[src/rtl/binary_div_16_seq_bi_if.sv]
// -----------------------------------------------------------------------------
// binary_div_16_seq_bi_if
// Handshake and operand/result bundle for the sequential signed divider.
//   en       : clock enable; when low the divider holds every register
//   start    : request, sampled only while the divider is idle
//   A / B    : signed dividend (DW) / signed divisor (VW)
//   Q / R    : signed quotient (DW) / signed remainder (VW)
//   busy     : operation in progress
//   done     : one-cycle completion pulse
//   div_zero : last result had a zero divisor
//   ovf      : last result overflowed (most-negative dividend / -1)
// master = requester side, slave = divider side.
// -----------------------------------------------------------------------------
interface binary_div_16_seq_bi_if #(
  parameter int DW = 31,
  parameter int VW = 16
);
  logic                 en;
  logic                 start;
  logic signed [DW-1:0] A;
  logic signed [VW-1:0] B;
  logic signed [DW-1:0] Q;
  logic signed [VW-1:0] R;
  logic                 busy;
  logic                 done;
  logic                 div_zero;
  logic                 ovf;

  modport master (
    output en, start, A, B,
    input  Q, R, busy, done, div_zero, ovf
  );

  modport slave (
    input  en, start, A, B,
    output Q, R, busy, done, div_zero, ovf
  );
endinterface

[src/rtl/binary_div_16_seq_bi.sv]
// -----------------------------------------------------------------------------
// binary_div_16_seq_bi
// Sequential signed radix-2 restoring divider (inverse of the 16-bit signed
// multiplier). One quotient bit per enabled clock; result truncates toward
// zero and the remainder carries the sign of the dividend.
// Ports:
//   clk   : system clock, rising edge
//   rst_n : asynchronous active-low reset
//   bus   : binary_div_16_seq_bi_if.slave (en/start/A/B in, Q/R/flags out)
// Latency: done is high in the cycle after the (DW+2)-th enabled edge that
// follows the accepting edge, for every operand including the special cases.
// -----------------------------------------------------------------------------
module binary_div_16_seq_bi #(
  parameter int DW = 31,
  parameter int VW = 16
) (
  input  logic                       clk,
  input  logic                       rst_n,
  binary_div_16_seq_bi_if.slave      bus
);

  localparam int CW = $clog2(DW + 1);
  localparam logic signed [DW-1:0] A_MIN = {1'b1, {(DW-1){1'b0}}};

  typedef enum logic [1:0] {
    S_IDLE,
    S_CALC,
    S_FIX,
    S_DONE
  } state_t;

  // Magnitudes are held unsigned so that -2^(N-1) converts without loss.
  function automatic logic [DW-1:0] abs_dvd(input logic signed [DW-1:0] v);
    logic [DW-1:0] u;
    u = v;
    return v[DW-1] ? (~u + 1'b1) : u;
  endfunction

  function automatic logic [VW-1:0] abs_div(input logic signed [VW-1:0] v);
    logic [VW-1:0] u;
    u = v;
    return v[VW-1] ? (~u + 1'b1) : u;
  endfunction

  function automatic logic signed [DW-1:0] sign_q(input logic [DW-1:0] mag,
                                                  input logic        neg);
    return neg ? $signed(~mag + 1'b1) : $signed(mag);
  endfunction

  function automatic logic signed [VW-1:0] sign_r(input logic [VW-1:0] mag,
                                                  input logic        neg);
    return neg ? $signed(~mag + 1'b1) : $signed(mag);
  endfunction

  state_t               r_state;
  logic [CW-1:0]        r_cnt;
  logic [DW-1:0]        r_dvd;     // dividend magnitude, quotient bits shift in at LSB
  logic [VW-1:0]        r_rem;     // partial remainder magnitude (< |B|)
  logic [VW-1:0]        r_div;     // divisor magnitude
  logic                 r_neg_q;
  logic                 r_neg_r;
  logic                 r_zero;
  logic                 r_ovf_c;
  logic [VW-1:0]        r_a_lo;    // remainder returned on divide-by-zero
  logic signed [DW-1:0] r_q;
  logic signed [VW-1:0] r_r;
  logic                 r_busy;
  logic                 r_done;
  logic                 r_div_zero;
  logic                 r_ovf;

  logic [VW:0]          w_shift;
  logic                 w_ge;
  logic [VW-1:0]        w_diff;
  logic [VW-1:0]        w_rem_nxt;

  // Restoring step: the shifted remainder is VW+1 bits wide for the compare;
  // after a successful subtract the result is below |B| and fits VW bits.
  assign w_shift   = {r_rem, r_dvd[DW-1]};
  assign w_ge      = (w_shift >= {1'b0, r_div});
  assign w_diff    = w_shift[VW-1:0] - r_div;
  assign w_rem_nxt = w_ge ? w_diff : w_shift[VW-1:0];

  always_ff @(posedge clk or negedge rst_n) begin
    if (!rst_n) begin
      r_state    <= S_IDLE;
      r_cnt      <= '0;
      r_dvd      <= '0;
      r_rem      <= '0;
      r_div      <= '0;
      r_neg_q    <= 1'b0;
      r_neg_r    <= 1'b0;
      r_zero     <= 1'b0;
      r_ovf_c    <= 1'b0;
      r_a_lo     <= '0;
      r_q        <= '0;
      r_r        <= '0;
      r_busy     <= 1'b0;
      r_done     <= 1'b0;
      r_div_zero <= 1'b0;
      r_ovf      <= 1'b0;
    end else if (bus.en) begin
      case (r_state)
        S_IDLE: begin
          r_done <= 1'b0;
          if (bus.start) begin
            r_dvd   <= abs_dvd(bus.A);
            r_div   <= abs_div(bus.B);
            r_rem   <= '0;
            r_neg_q <= bus.A[DW-1] ^ bus.B[VW-1];
            r_neg_r <= bus.A[DW-1];
            r_zero  <= (bus.B == '0);
            r_ovf_c <= (bus.A == A_MIN) && (bus.B == '1);
            r_a_lo  <= bus.A[VW-1:0];
            r_cnt   <= CW'(DW);
            r_busy  <= 1'b1;
            r_state <= S_CALC;
          end
        end

        S_CALC: begin
          r_rem <= w_rem_nxt;
          r_dvd <= {r_dvd[DW-2:0], w_ge};
          r_cnt <= r_cnt - 1'b1;
          if (r_cnt == CW'(1)) begin
            r_state <= S_FIX;
          end
        end

        S_FIX: begin
          // Special cases override the datapath result but keep the latency.
          if (r_zero) begin
            r_q        <= '1;
            r_r        <= $signed(r_a_lo);
            r_div_zero <= 1'b1;
            r_ovf      <= 1'b0;
          end else if (r_ovf_c) begin
            r_q        <= A_MIN;
            r_r        <= '0;
            r_div_zero <= 1'b0;
            r_ovf      <= 1'b1;
          end else begin
            r_q        <= sign_q(r_dvd, r_neg_q);
            r_r        <= sign_r(r_rem, r_neg_r);
            r_div_zero <= 1'b0;
            r_ovf      <= 1'b0;
          end
          r_state <= S_DONE;
        end

        S_DONE: begin
          r_done  <= 1'b1;
          r_busy  <= 1'b0;
          r_state <= S_IDLE;
        end

        default: begin
          r_state <= S_IDLE;
        end
      endcase
    end
  end

  assign bus.Q        = r_q;
  assign bus.R        = r_r;
  assign bus.busy     = r_busy;
  assign bus.done     = r_done;
  assign bus.div_zero = r_div_zero;
  assign bus.ovf      = r_ovf;

endmodule

[src/flat_wrapper.sv]
// flat-port wrapper written by rule: the top's interface ports become plain ports
module binary_div_16_seq_bi_flat 
#(
  parameter int DW = 31,
  parameter int VW = 16
)
  (clk, rst_n, bus_en, bus_start, bus_A, bus_B, bus_Q, bus_R, bus_busy, bus_done, bus_div_zero, bus_ovf);
  binary_div_16_seq_bi_if #(.DW(DW), .VW(VW)) bus_i ();
  input  logic clk;
  input  logic rst_n;
  input wire logic [$bits(bus_i.en)-1:0] bus_en;
  input wire logic [$bits(bus_i.start)-1:0] bus_start;
  input wire logic [$bits(bus_i.A)-1:0] bus_A;
  input wire logic [$bits(bus_i.B)-1:0] bus_B;
  output wire logic [$bits(bus_i.Q)-1:0] bus_Q;
  output wire logic [$bits(bus_i.R)-1:0] bus_R;
  output wire logic [$bits(bus_i.busy)-1:0] bus_busy;
  output wire logic [$bits(bus_i.done)-1:0] bus_done;
  output wire logic [$bits(bus_i.div_zero)-1:0] bus_div_zero;
  output wire logic [$bits(bus_i.ovf)-1:0] bus_ovf;
  assign bus_i.en = bus_en;
  assign bus_i.start = bus_start;
  assign bus_i.A = bus_A;
  assign bus_i.B = bus_B;
  assign bus_Q = bus_i.Q;
  assign bus_R = bus_i.R;
  assign bus_busy = bus_i.busy;
  assign bus_done = bus_i.done;
  assign bus_div_zero = bus_i.div_zero;
  assign bus_ovf = bus_i.ovf;
  binary_div_16_seq_bi #(.DW(DW), .VW(VW)) u_core (.clk(clk), .rst_n(rst_n), .bus(bus_i));
endmodule
[config.mk]
export PLATFORM = sky130hd
export DESIGN_NAME = binary_div_16_seq_bi_flat
export DESIGN_NICKNAME = d
export VERILOG_FILES = /design/src/rtl/binary_div_16_seq_bi_if.sv /design/src/rtl/binary_div_16_seq_bi.sv /design/src/flat_wrapper.sv
export SDC_FILE = /design/constraint.sdc
export NUM_CORES = 1
export LEC_CHECK = 0
export BUFFER_PORTS_ARGS = -buffer_cell sky130_fd_sc_hd__buf_2
export CORE_AREA = 2 2 122 124
export CTS_CLUSTER_DIAMETER = 40
export DETAILED_ROUTE_END_ITERATION = 10
export DIE_AREA = 0 0 124 126
export PLACE_DENSITY = 0.81
export SETUP_SLACK_MARGIN = 0.2
export SYNTH_ARGS = -nofsm -noshare
export SYNTH_HDL_FRONTEND = slang
export SYNTH_SLANG_ARGS = --single-unit
export TNS_END_PERCENT = 100
[constraint.sdc]
create_clock -name clk -period 8.7 [get_ports clk]
set_clock_uncertainty 0.05 [all_clocks]
set_input_delay 0 -clock clk [delete_from_list [all_inputs] [get_ports clk]]
set_output_delay 0 -clock clk [all_outputs]
set_load 0.01 [all_outputs]
# [After elaboration in Yosys (flattened, before gate mapping)]
# Cells that the tools add are included.
[word_totals] output_inout_bits=51 wordCells=71 in_bits=51 latch_bits=0 mem_count=0 ff_bits=141 rom_bits=0 ramBits=0
[op_classes] multipliers=0 n_reduce_logical=11 n_bitwise=5 shifts=0 addsub=6 n_eq_ne=8 n_div=0 muxes=24 order_cmp=1
[ops] op="2-to-1 mux 31 bit" n=5
[ops] op="2-to-1 mux 16 bit" n=6
[ops] op="adder 31 x 1 -> 31 bit (second input constant)" n=2
[ops] op="inverter 31 bit" n=2
[ops] op="one-hot mux 31 bit (2 select lines)" n=1
[ops] op="adder 16 x 1 -> 16 bit (second input constant)" n=2
[ops] op="inverter 16 bit" n=2
[ops] op="one-hot mux 16 bit (2 select lines)" n=1
[ops] op="equality test 31 bit (second input constant)" n=1
[ops] op=">= comparator 17 x 16 -> 1 bit" n=1
[ops] op="equality test 16 bit (second input constant)" n=1
[ops] op="logical NOT 16 bit" n=1
[ops] op="subtractor 16 bit" n=1
[ops] op="AND reduction 3 bit" n=4
[ops] op="one-hot mux 5 bit (2 select lines)" n=1
[ops] op="one-hot mux 2 bit (4 select lines)" n=1
[ops] op="equality test 5 x 1 -> 1 bit (second input constant)" n=1
[ops] op="2-to-1 mux 5 bit" n=1
[ops] op="subtractor 5 x 1 -> 5 bit (second input constant)" n=1
[ops] op="equality test 2 bit (second input constant)" n=2
[ops] op="2-to-1 mux 1 bit" n=4
[ops] op="2-to-1 mux 2 bit" n=2
[ops] op="one-hot mux 1 bit (2 select lines)" n=2
[ops] op="AND reduction 2 bit" n=2
[ops] op="7 further kinds" n=8

# [Longest topological paths before layout]
# Gate-level depths: netlist (run 1).
[depth] ltp_word=5 depth_mapped=11 mapped_depth_nobuf=11

# [Least setup slack after synthesis (run 1)]
# OpenSTA, ideal clock, no wires.
[synth_path] kind="reg-to-reg" startpoint="reg u_core.r_rem[2]" endpoint="reg u_core.r_rem[14]" n_path_buf=1 setup_time_ns=0.126 stages_incl_launch_ff=10 t_arrival_ns=2.565 setup_slack_ns=5.959 synth_period_minus_slack_ns=2.741 t_required_ns=8.524 cell_sequence="dfrtp_1 ha_1 nand3_1 o21bai_1 a211oi_1 o21ai_0 a31oi_2 buf_2 nor2_1 a221o_1"
[synth_via] elab_chain_len=3 word_cells_on_any_way=4 cone_classes="add/sub: 1; order compare: 1; mux: 2"
[synth_lines] item="from (decl)" line_no="binary_div_16_seq_bi.sv:58" rtl="logic [VW-1:0] r_rem;"
[synth_lines] item="from (signal assigned)" line_no="binary_div_16_seq_bi.sv:122" rtl="r_rem <= w_rem_nxt;"
[synth_lines] item="subtractor 16 bit or >= comparator 17 x 16 -> 1 bit (tied branches)" line_no="binary_div_16_seq_bi.sv:81, binary_div_16_seq_bi.sv:80"
[synth_lines] item="2-to-1 mux 16 bit *" line_no="binary_div_16_seq_bi.sv:82" rtl="assign w_rem_nxt = w_ge ? w_diff : w_shift[VW-1:0];"
[synth_lines] item="one-hot mux 16 bit (2 select lines) *" line_no="binary_div_16_seq_bi.sv:103" rtl="case (r_state)"
# Every way passes the cells marked *; elsewhere a longest branch is shown, timed or not.
# A chain may end at the register's enable or synchronous reset.

# [Worst setup path in the final report (run 1)]
[layout_path] startpoint="reg u_core.r_state[1]" endpoint="reg u_core.r_cnt[3]"
[layout_via] elab_chain_len=3 word_cells_on_any_way=6 cone_classes="eq/ne: 2; mux: 1; reduce/logical: 3"
[layout_lines] item="from (decl)" line_no="binary_div_16_seq_bi.sv:55" rtl="state_t r_state;"
[layout_lines] item="from (signal assigned)" line_no="binary_div_16_seq_bi.sv:86" rtl="r_state <= S_IDLE;"
[layout_lines] item="from (signal assigned)" line_no="binary_div_16_seq_bi.sv:117" rtl="r_state <= S_CALC;"
[layout_lines] item="from (signal assigned)" line_no="binary_div_16_seq_bi.sv:126" rtl="r_state <= S_FIX;"
[layout_lines] item="equality test 2 x 1 -> 1 bit or logical NOT 2 bit (tied branches)" line_no="binary_div_16_seq_bi.sv:103"
[layout_lines] item="nonzero test 2 bit (no line) or != test 2 bit (tied branches)"
[layout_lines] item="AND reduction 3 bit (no line)"
[layout_lines] item="to (signal assigned)" line_no="binary_div_16_seq_bi.sv:115" rtl="r_cnt <= CW'(DW);"
[layout_lines] item="to (signal assigned)" line_no="binary_div_16_seq_bi.sv:124" rtl="r_cnt <= r_cnt - 1'b1;"
[layout_lines] item="to (decl)" line_no="binary_div_16_seq_bi.sv:56" rtl="logic [CW-1:0] r_cnt;"
# Several ways; a longest one is shown, not always the timed one.

==> flow_results.org, run 1 <==
** Status
- The flow ran to the end, and the final reports show no timing, DRC or antenna violations.

** Clock tree
- H-tree levels :: 4
- Clock tree sinks :: 141
- Worst-Skew Late Latency :: 0.43 ns
- No sink is reached through more buffers than the 2 on the longest clock path.
- CTS placed an instance of sky130_fd_sc_hd__clkbuf_16 at the clock tree root.
- Post-CTS Repair Setup Buffers :: 0
- After clock tree synthesis, the clock-pin slew on the worst setup and hold paths is approximately 0.06 ns.
- TritonCTS created 17 clock buffers.
- Clock tree from TritonCTS :: built

** Floorplanning
- Effective utilization at floorplan :: 59.4%
- The die is 126 microns tall.
- Standard-cell rows :: 44
- Die area :: 0.0156 sq mm
- Measured along the x axis, the die boundary spans 124 microns.
- Std-Cell Core Area :: ~0.014 sq mm
- For this design the top-level I/O count stands at just over 100.

** Timing
- Final critical-path required period :: 3.65 ns
- Of the available clock period, the critical path in the final layout requires 42.0%.
- Once routing completed, OpenROAD measured the worst setup slack at 5.05 ns.
- The number of pins exceeding their max-slew limit in the final report came to 0.
- Slew of the pin with the lowest slew margin :: approximately 1.1 ns
- Number of setup violations in the final report :: 0
- Max-Slew Margin vs Limit :: 25.4%
- Number of hold-slack violations in the final timing report :: 0
- Fmax :: 274 MHz
- Adding up every negative setup slack in the final design gives 0 ns.
- Setup repair after global routing missed its margin :: false

** Placement
- In this run, placement finished with an instance count of between 1000 and 1500.
- Post-DP Area :: 0.00907 sq mm
- The congestion estimate from routability-driven global placement came to 0.917.
- Pre-CTS setup slack :: 5.08 ns
- HPWL reported at the end of detailed placement :: between 15000 and 20000 microns
- IO Port Bufs :: 101

** Power
- Switch Pwr :: roughly 1.6 mW
- Peak supply drop :: between 0.15 and 0.2 mV
- Net switching is 42.3% of the power.
- Summed over all cells, the static leakage comes to 4.74 nW.
- Part of the total power dissipated in the clock network :: 19.9%
- In this run the power density over the cells is 366 mW/mm^2.
- The internal portion of the total power is 2.16 mW.
- Flop pwr share :: 33.4%
- Share of total power in combinational logic :: a little under half

** Drt
- Once detail routing completed, the nets flagged for antenna violations numbered 0.
- The pre-antenna-repair detailed-routing pass consisted of 5 iterations.
- The routed layout has 7905 vias.
- For this run, design rule violations remaining after detail routing come to 0.
- Via count normalized by instance count :: about 6.0
- The routed design has 23500 microns of wire.
- After detailed routing, the average wire length per cell comes to between 15 and 20 microns.
- Iteration-0 DRC Markers :: 871

** Critical path
- Along the worst path, the maximum fanout reaches 50.
- Worst path max stage delay :: 0.94 ns
- By startpoint and endpoint, the worst setup path is classified as reg2reg.
- STA puts the critical path data arrival time at 3.89 ns.
- List of cells traversed by the critical path :: inv_1, ha_1, inv_1, nor2_1, nor2_2, buf_4, nor4_1, xnor2_1, nand2_1
- STA classifies the critical path startpoint as a register.
- STA classifies the critical path endpoint as a register.
- The slowest stage of the critical path is the sky130_fd_sc_hd__nor2_1 cell.
- The most numerous cell type found on the critical path is sky130_fd_sc_hd__inv_1.
- Beginning of the worst register-to-register path :: u_core.r_state[1]
- At the worst endpoint, the required time is 8.93 ns.
- Launching instance or port of the critical path :: u_core.r_state[1]

** Logic synthesis
- Netlist cell types :: 55
- When the netlist entered floorplanning its net count stood at 1062.
- The average instance in the mapped netlist occupies 8.65 sq um.
- Register bit total from synthesis :: 141
- Of all flip-flops after synthesis, the portion carrying an async set or reset was 100%.
- After synthesis, the largest area contributor takes up 41.5% of total cell area.
- The biggest area contributor in the post-synthesis netlist is sky130_fd_sc_hd__dfrtp_1.
- Number of flops mapped to enable cells by yosys :: 0
- After technology mapping, the gate count stands at about 1000.
- Summed instance area of the synthesized netlist :: 0.00850 sq mm
- Summing the sequential cell areas from Yosys gives 41.5% of the chip area.
- Biggest area contributors in the synthesized netlist :: sky130_fd_sc_hd__dfrtp_1, sky130_fd_sc_hd__nand2_1, sky130_fd_sc_hd__xor2_1
- Among all flip-flop cells after synthesis, the most frequent one is sky130_fd_sc_hd__dfrtp_1.
- During synthesis, Yosys emitted a total of 0 warnings.

** Cells and area
- At the end of the flow, the number of nets in the layout was between 1000 and 1500.
- Area taken by flip-flops and latches :: between 0.003 and 0.004 sq mm
- Summing all multi-input logic gate instances after layout gives 0.00462 sq mm.
- Layout fillers :: ~1100
- Of the cells placed in the final design, the portion with a size suffix greater than 1 is 13.4%.
- Once layout is complete, the utilization of the core stands at 71.4%.
- The library cell used most frequently in the layout, excluding fill and tap cells, is sky130_fd_sc_hd__nand2_1.
- Summing all non-filler instances in the final layout gives an area of about 0.010 sq mm.
- Growth of design area from synthesis to finish :: 20.2%
- Non-Filler Instances :: 1307
- Leading cell types in the layout, fill and taps excluded :: sky130_fd_sc_hd__nand2_1, sky130_fd_sc_hd__dfrtp_1, sky130_fd_sc_hd__o21ai_0

** Global routing
- Global routing's busiest layer :: met2
- Met2 demand-to-capacity share in global routing :: 48.9%
- Global routing consumed, on the met3 layer, 5.03% of the routing resources.
- Antenna violations before repair :: 1
- Summed over all layers, the global routing overflow is 0.
- Global routing used a little under a third of the available tracks.
- The first global-routing pass estimated 38100 microns of wire.
- Global routing consumed, on the met1 layer, 44.5% of the routing resources.
- Entering global routing, the biggest net connects 85 pins.
- The number of global-route vias before repair is about 7500.

** Min path
- HP Class :: in2async

** Run
- Across the run, the number of max-cap violations was 0.
-- logic make-up (layout without fill, tap and decap cells) --
group | after synthesis | in the layout | share of synthesized area, %
compound gates | 282 | 282 | 20.5
xor+xnor | 99 | 99 | 10.2
fa+ha+maj | 28 | 28 | 4.21
buf+inv | 93 | 232 | 4.33
flops | 141 | 141 | 41.5
mux | 17 | 17 | 2.03
other cells | 0 | 1 | 0
simple gates | 323 | 323 | 17.2
-- synthesized netlist by cell type (5+ instances only) --
cell                       number
sky130_fd_sc_hd__nand2_1      163
sky130_fd_sc_hd__xor2_1        66
sky130_fd_sc_hd__o21ai_0      115
sky130_fd_sc_hd__or3_1         16
sky130_fd_sc_hd__and3_1         5
sky130_fd_sc_hd__o31ai_1       25
sky130_fd_sc_hd__a22oi_1        5
sky130_fd_sc_hd__o211ai_1       5
sky130_fd_sc_hd__o41ai_1       11
sky130_fd_sc_hd__mux2i_1       15
sky130_fd_sc_hd__o22ai_1       12
sky130_fd_sc_hd__dfrtp_1      141
sky130_fd_sc_hd__clkbuf_1      48
sky130_fd_sc_hd__xnor2_1       33
sky130_fd_sc_hd__nand4_1       12
sky130_fd_sc_hd__nand3_1       11
sky130_fd_sc_hd__nor2_1        66
sky130_fd_sc_hd__a21oi_1       57
sky130_fd_sc_hd__nor3_1        13
sky130_fd_sc_hd__a221o_1        9
sky130_fd_sc_hd__or4_1          7
sky130_fd_sc_hd__nor4_1         6
sky130_fd_sc_hd__a21o_1        10
sky130_fd_sc_hd__a221oi_1       6
sky130_fd_sc_hd__inv_1         39
sky130_fd_sc_hd__ha_1          27
-- routing by layer --
metal	up-vias	wire length, microns	part of all wire [%]
met3	47	1360	5.8
met1	3838	10300	44
met4	0	503	2.1
met5	-	0	0
li1	3728	-	-
met2	292	11300	48
-- timing repair --
| item | CTS | global route |
|---|---|---|
| hold buffers | 55 | 0 |
| resized for setup | 0 | 0 |
| endpoints found under the hold margin | 119 | 0 |
-- registers in the layout, summed over array words and instances, names as in the netlist, 2 cells and up --
register	flops
u_core.bus.Q	31
u_core.r_dvd	31
u_core.bus.R	16
u_core.r_a_lo	16
u_core.r_div	16
u_core.r_rem	16
u_core.r_cnt	5
u_core.r_state	2
-- per-stage QoR --
| stage | hold slack, ns | total power, mW |
|---|---|---|
| floorplan | -0.346 | 2.45 |
| detailed placement | -0.0497 | 2.93 |
| global route | 0.119 | 4.02 |
| CTS | 0.0752 | 3.71 |
| finish | 0.0612 | 3.74 |
| global placement | -0.0468 | 2.86 |
-- final cells by class --
| type | count | area share, % |
|---|---|---|
| Multi-Input combinational cell | 749 | 45.2 |
| Sequential cell | 141 | 34.5 |
| Timing Repair Buffer | 161 | 10.8 |
| Clock buffer | 26 | 4.79 |
| Tap cell | 184 | 2.25 |
| Inverter | 39 | 1.43 |
| Clock inverter | 6 | 1.05 |
| Antenna cell | 1 | 0.0245 |
-- critical path: cells and delay by family, from the launching register on --
| kind | cells | cell delay (ns) |
|---|---|---|
| AND/OR/NAND/NOR | 4 | 1.31 |
| adder cells (fa/ha/maj) | 1 | 0.71 |
| XOR/XNOR | 1 | 0.16 |
| buffers and inverters | 3 | 0.83 |
| flip-flops | 1 | 0.42 |
-- path summary, 6_finish.rpt --
path                                    end  slack (ns)  cells after the start
setup / recovery            u_core.r_cnt[3]        5.05                      9
hold / removal              u_core.bus.R[8]        0.06                      2
setup reg to reg            u_core.r_cnt[3]        5.05                      9
hold reg to reg             u_core.bus.Q[7]        0.42                      2
max in group asynchronous  u_core.r_div[13]        7.07                      3
min in group clk           u_core.r_a_lo[2]        0.10                      5
-- power by group through the flow --
stage	Clock [mW]	Combinational (mW)	Sequential, mW
2_1_floorplan	0	1.26	1.18
5_1_grt	0.778	1.95	1.29
3_3_place_gp	0	1.63	1.23
6_report	0.742	1.75	1.25
4_1_cts	0.746	1.73	1.23
3_5_place_dp	0	1.69	1.24
Note: power is estimated with default switching activity, not from simulation.
==> inputs of run 2 (changes only) <==
--- a/config.mk
+++ b/config.mk
@@ -6,11 +6,11 @@
 export NUM_CORES = 1
 export LEC_CHECK = 0
 export BUFFER_PORTS_ARGS = -buffer_cell sky130_fd_sc_hd__buf_2
-export CORE_AREA = 2 2 122 124
+export CORE_AREA = 2 2 124 126
 export CTS_CLUSTER_DIAMETER = 40
 export DETAILED_ROUTE_END_ITERATION = 10
-export DIE_AREA = 0 0 124 126
-export PLACE_DENSITY = 0.81
+export DIE_AREA = 0 0 126 128
+export PLACE_DENSITY = 0.79
 export SETUP_SLACK_MARGIN = 0.2
 export SYNTH_ARGS = -nofsm -noshare
 export SYNTH_HDL_FRONTEND = slang
==> constraint.sdc (replaced) <==
create_clock -name clk -period 3.65 [get_ports clk]
set_clock_uncertainty 0.05 [all_clocks]
set_input_delay 0 -clock clk [delete_from_list [all_inputs] [get_ports clk]]
set_output_delay 0 -clock clk [all_outputs]
set_load 0.01 [all_outputs]
==> run 2 against run 1 <==
  * Sequential share of layout area decreased by 0.26 points
  * Design area increased by 0.75%
  * Via count decreased by 0.24%
  * Wire length decreased by 0.71%
  * Non-clock buffer count increased by 10
  * Worst setup slack got worse by 4.7 ns
  * Global-route usage decreased by 1.7 points
  * Power increased by 140%
  * Combinational power increased by 140%
  * Die area increased by 3.2%
  * Largest power group unchanged
==> flow_results.org, run 2 (synthesized netlist as in run 1, its figures left out) <==
** Status
- The run finished with clean final reports.

** Drt
- The via density per instance is 5.97 (-1.3%).
- Total number of vias :: 7886 (-0.24%)
- The count of unresolved DRC violations after routing was 0 (unchanged).
- The violation count after the first detailed-routing iteration was 902 (+3.6%).
- The number of iterations in the first detailed-routing pass came to 6 (+1).
- Total wirelength of the detailed-routed design :: 23300 microns (-0.71%)
- Post-route ant nets :: 0 (unchanged)
- DR WL/cell :: 17.7 microns (-1.8%)

** Floorplanning
- Die outline height :: 128 microns (+1.6%)
- Die area :: 0.0161 sq mm (+3.2%)
- The initial core utilization came to 57.2% (-2.2 points).
- The total I/O pin count is 102 (unchanged).
- Standard-cell rows :: 45 (+2.3%)
- Std-Cell Core Area :: 0.0149 sq mm (+3.8%)
- The horizontal extent of the die came to 126 microns (+1.6%).

** Cells and area
- The number of nets at the end of the flow came to 1198 (+0.84%).
- Growth of design area from synthesis to finish :: 21.1%
- The fraction of layout instances using a drive strength above 1 came to 14.7% (+1.3 points).
- The number of cells in the finished layout apart from fillers came to 1321 (+1.1%).
- Leading cell type in the layout, fill and taps excluded :: sky130_fd_sc_hd__nand2_1
- Post-route design area :: 0.0103 sq mm (+0.75%)
- The final standard cell utilization of the core came to 69.3% (-2.1 points).
- In the layout the commonest cells are sky130_fd_sc_hd__nand2_1, sky130_fd_sc_hd__dfrtp_1, sky130_fd_sc_hd__o21ai_0.

** Placement
- The total half-perimeter wirelength after legalization and detailed placement is 15900 microns (+1.6%).
- IO Port Bufs :: 101 (unchanged)
- Cell total after placement :: 1230 (+0.90%)
- The weighted congestion at the end of routability-driven global placement came to 0.904 (-1.5%).
- Post-DP Area :: 0.00913 sq mm (+0.63%)

** Timing
- The number of pins exceeding their max-slew limit in the final report came to 0 (unchanged).
- The count of final hold-check violations is 0 (unchanged).
- Setup repair after global routing missed its margin :: false
- Slew of the pin with the lowest slew margin :: 1.19 ns (+0.0764 ns)
- The count of endpoints failing setup in the final report was 0 (unchanged).
- The final critical path takes up 89.8% of the cycle.
- The tightest slew margin relative to the limit was 20.2% (-5.2 points).
- Fmax :: 305 MHz
- Setup TNS Final :: 0 ns (unchanged)
- After layout, the minimum clock period comes to ~3.3 ns.

** Clock tree
- Number of buffers created by CTS :: 17 (unchanged)
- The root buffer cell chosen for the clock tree is sky130_fd_sc_hd__clkbuf_16.
- Clock tree sinks :: 141 (unchanged)
- The clock edge transition at the registers on the reported setup and hold paths was 0.06 ns (about the same).
- The maximum count of clock buffers along a single path came to 2 (unchanged).
- Clock tree from TritonCTS :: built
- The insertion delay of the later-clocked pin in the worst-skew pair came to 0.42 ns (about the same).
- H-tree levels :: 4 (unchanged)

** Critical path
- Critical path capture point type :: register
- The worst register-to-register path begins at u_core.r_rem[2].
- Path depth of the worst reg2reg path :: 9 (unchanged)
- The data required time at the worst endpoint came to 3.88 ns (-5.05 ns).
- Category of the worst setup path launch point :: input pin
- The worst path arrival time came to 3.51 ns (-0.38 ns).
- Launching instance or port of the critical path :: bus_A[15]
- The maximum fanout along the worst path is 6 (-88%).
- The critical path is of the in2reg type.

** Power
- Final Power :: 8.90 mW (+140%)
- Flop pwr share :: 33.2% (-0.2 points)
- The leakage component of the power is 4.76 nW (+0.52%).
- Part of the total power dissipated in the clock network :: 19.1% (-0.8 points)
- Share of total power in combinational logic :: 47.6% (+0.8 points)
- Switch Pwr :: 3.82 mW (+140%)
- Fraction of power spent switching nets :: 43.0% (+0.71 points)
- Power density cells :: 864 mW/mm^2 (+140%)
- Cell-internal power :: 5.07 mW (+140%)
- Peak supply drop :: 0.500 mV (+180%)

** Global routing
- The global-route total usage across every layer is 29.6% (-1.7 points).
- Global-route wire length before repair :: 38400 microns (+0.63%)
- Vias in the first global route :: 7654 (+2.4%)
- The total congestion overflow is 0 (unchanged).
- Maximum number of pins on one net before global-route repair :: 108 (+27%)
- The initial antenna violation count is 1 (unchanged).

** Min path
- The worst hold path passes through 3 cells.
- HP Class :: in2reg
- The startpoint identified for the worst hold timing path is bus_A[30].

** Run
- Total of max-cap violations :: 0 (unchanged)
==> run 2: cell types whose count changed in the layout (fill, tap and decap cells not counted) <==
cell                            delta
sky130_fd_sc_hd__clkbuf_1          -5
sky130_fd_sc_hd__or3_1             -1
sky130_fd_sc_hd__clkinvlp_4        +6
sky130_fd_sc_hd__nor2b_1           -1
sky130_fd_sc_hd__clkbuf_8          -2
sky130_fd_sc_hd__or3_4             +1
sky130_fd_sc_hd__buf_4             +9
sky130_fd_sc_hd__bufinv_16         -1
sky130_fd_sc_hd__dlygate4sd3_1     +1
sky130_fd_sc_hd__inv_6             +2
sky130_fd_sc_hd__nor2b_2           +1
==> run 2: cell type report <==
type | count | area (sq um)
diodes | 1 | 2.50
clock buffers | 19 | 443
clock inverters | 13 | 140
fillers | 1168 | 4570
inverters | 39 | 146
multi-input cells | 749 | 4620
flip-flops and latches | 141 | 3530
well taps | 188 | 235
repair buffers | 171 | 1180
==> run 2: per-stage QoR <==
| stage | setup slack [ns] | hold WS, ns |
|---|---|---|
| global placement | 0.857 | 0.144 |
| detailed placement | 0.758 | 0.141 |
| global route | 0.254 | 0.173 |
| CTS | 0.338 | 0.115 |
| finish | 0.371 | 0.123 |
| floorplan | 0.909 | -0.346 |
==> run 2: per-layer routing <==
| layer | track usage, % | up-vias | part of all wire (%) |
|---|---|---|---|
| li1 | - | 3740 | - |
| met1 | 39.9 | 3744 | 43 |
| met2 | 47.9 | 347 | 48 |
| met3 | 5.22 | 55 | 6.5 |
| met4 | 11.9 | 0 | 2.8 |
| met5 | 0 | - | 0 |
==> run 2: worst paths after layout <==
path / endpoint / slack, ns
hold / removal: u_core.r_neg_q / 0.12
setup reg to reg: u_core.r_rem[15] / 0.70
max in group asynchronous: u_core.bus.Q[28] / 2.47
min in group asynchronous: u_core.bus.R[8] / 0.20
hold reg to reg: u_core.bus.Q[8] / 0.42
setup / recovery: u_core.r_dvd[28] / 0.37
==> run 2: power groups by stage <==
stage	Sequential [mW]	Clock [mW]	Combinational [mW]
after floorplan	2.82	0	3.01
after global placement	2.92	0	4.01
after detailed placement	2.95	0	4.08
after CTS	2.93	1.72	4.18
after global routing	3.04	1.79	4.72
final	2.96	1.70	4.24
==> run 2: critical path: stages <==
cell	delay [ns]
sky130_fd_sc_hd__dlygate4sd3_1	0.54
sky130_fd_sc_hd__buf_2	0.19
sky130_fd_sc_hd__or4_4	0.51
sky130_fd_sc_hd__or3_4	0.36
sky130_fd_sc_hd__or3_4	0.37
sky130_fd_sc_hd__or4_4	0.47
sky130_fd_sc_hd__o41ai_2	0.25
sky130_fd_sc_hd__xor2_1	0.18
sky130_fd_sc_hd__dlygate4sd3_1	0.57
sky130_fd_sc_hd__o22ai_1	0.07
==> run 2: repair_timing <==
action | CTS | global route
resized for setup | 0 | 2
hold buffers | 56 | 0
hold endpoints to repair | 166 | 0
endpoints found under the setup margin | 0 | 1
buffers inserted | 0 | 2
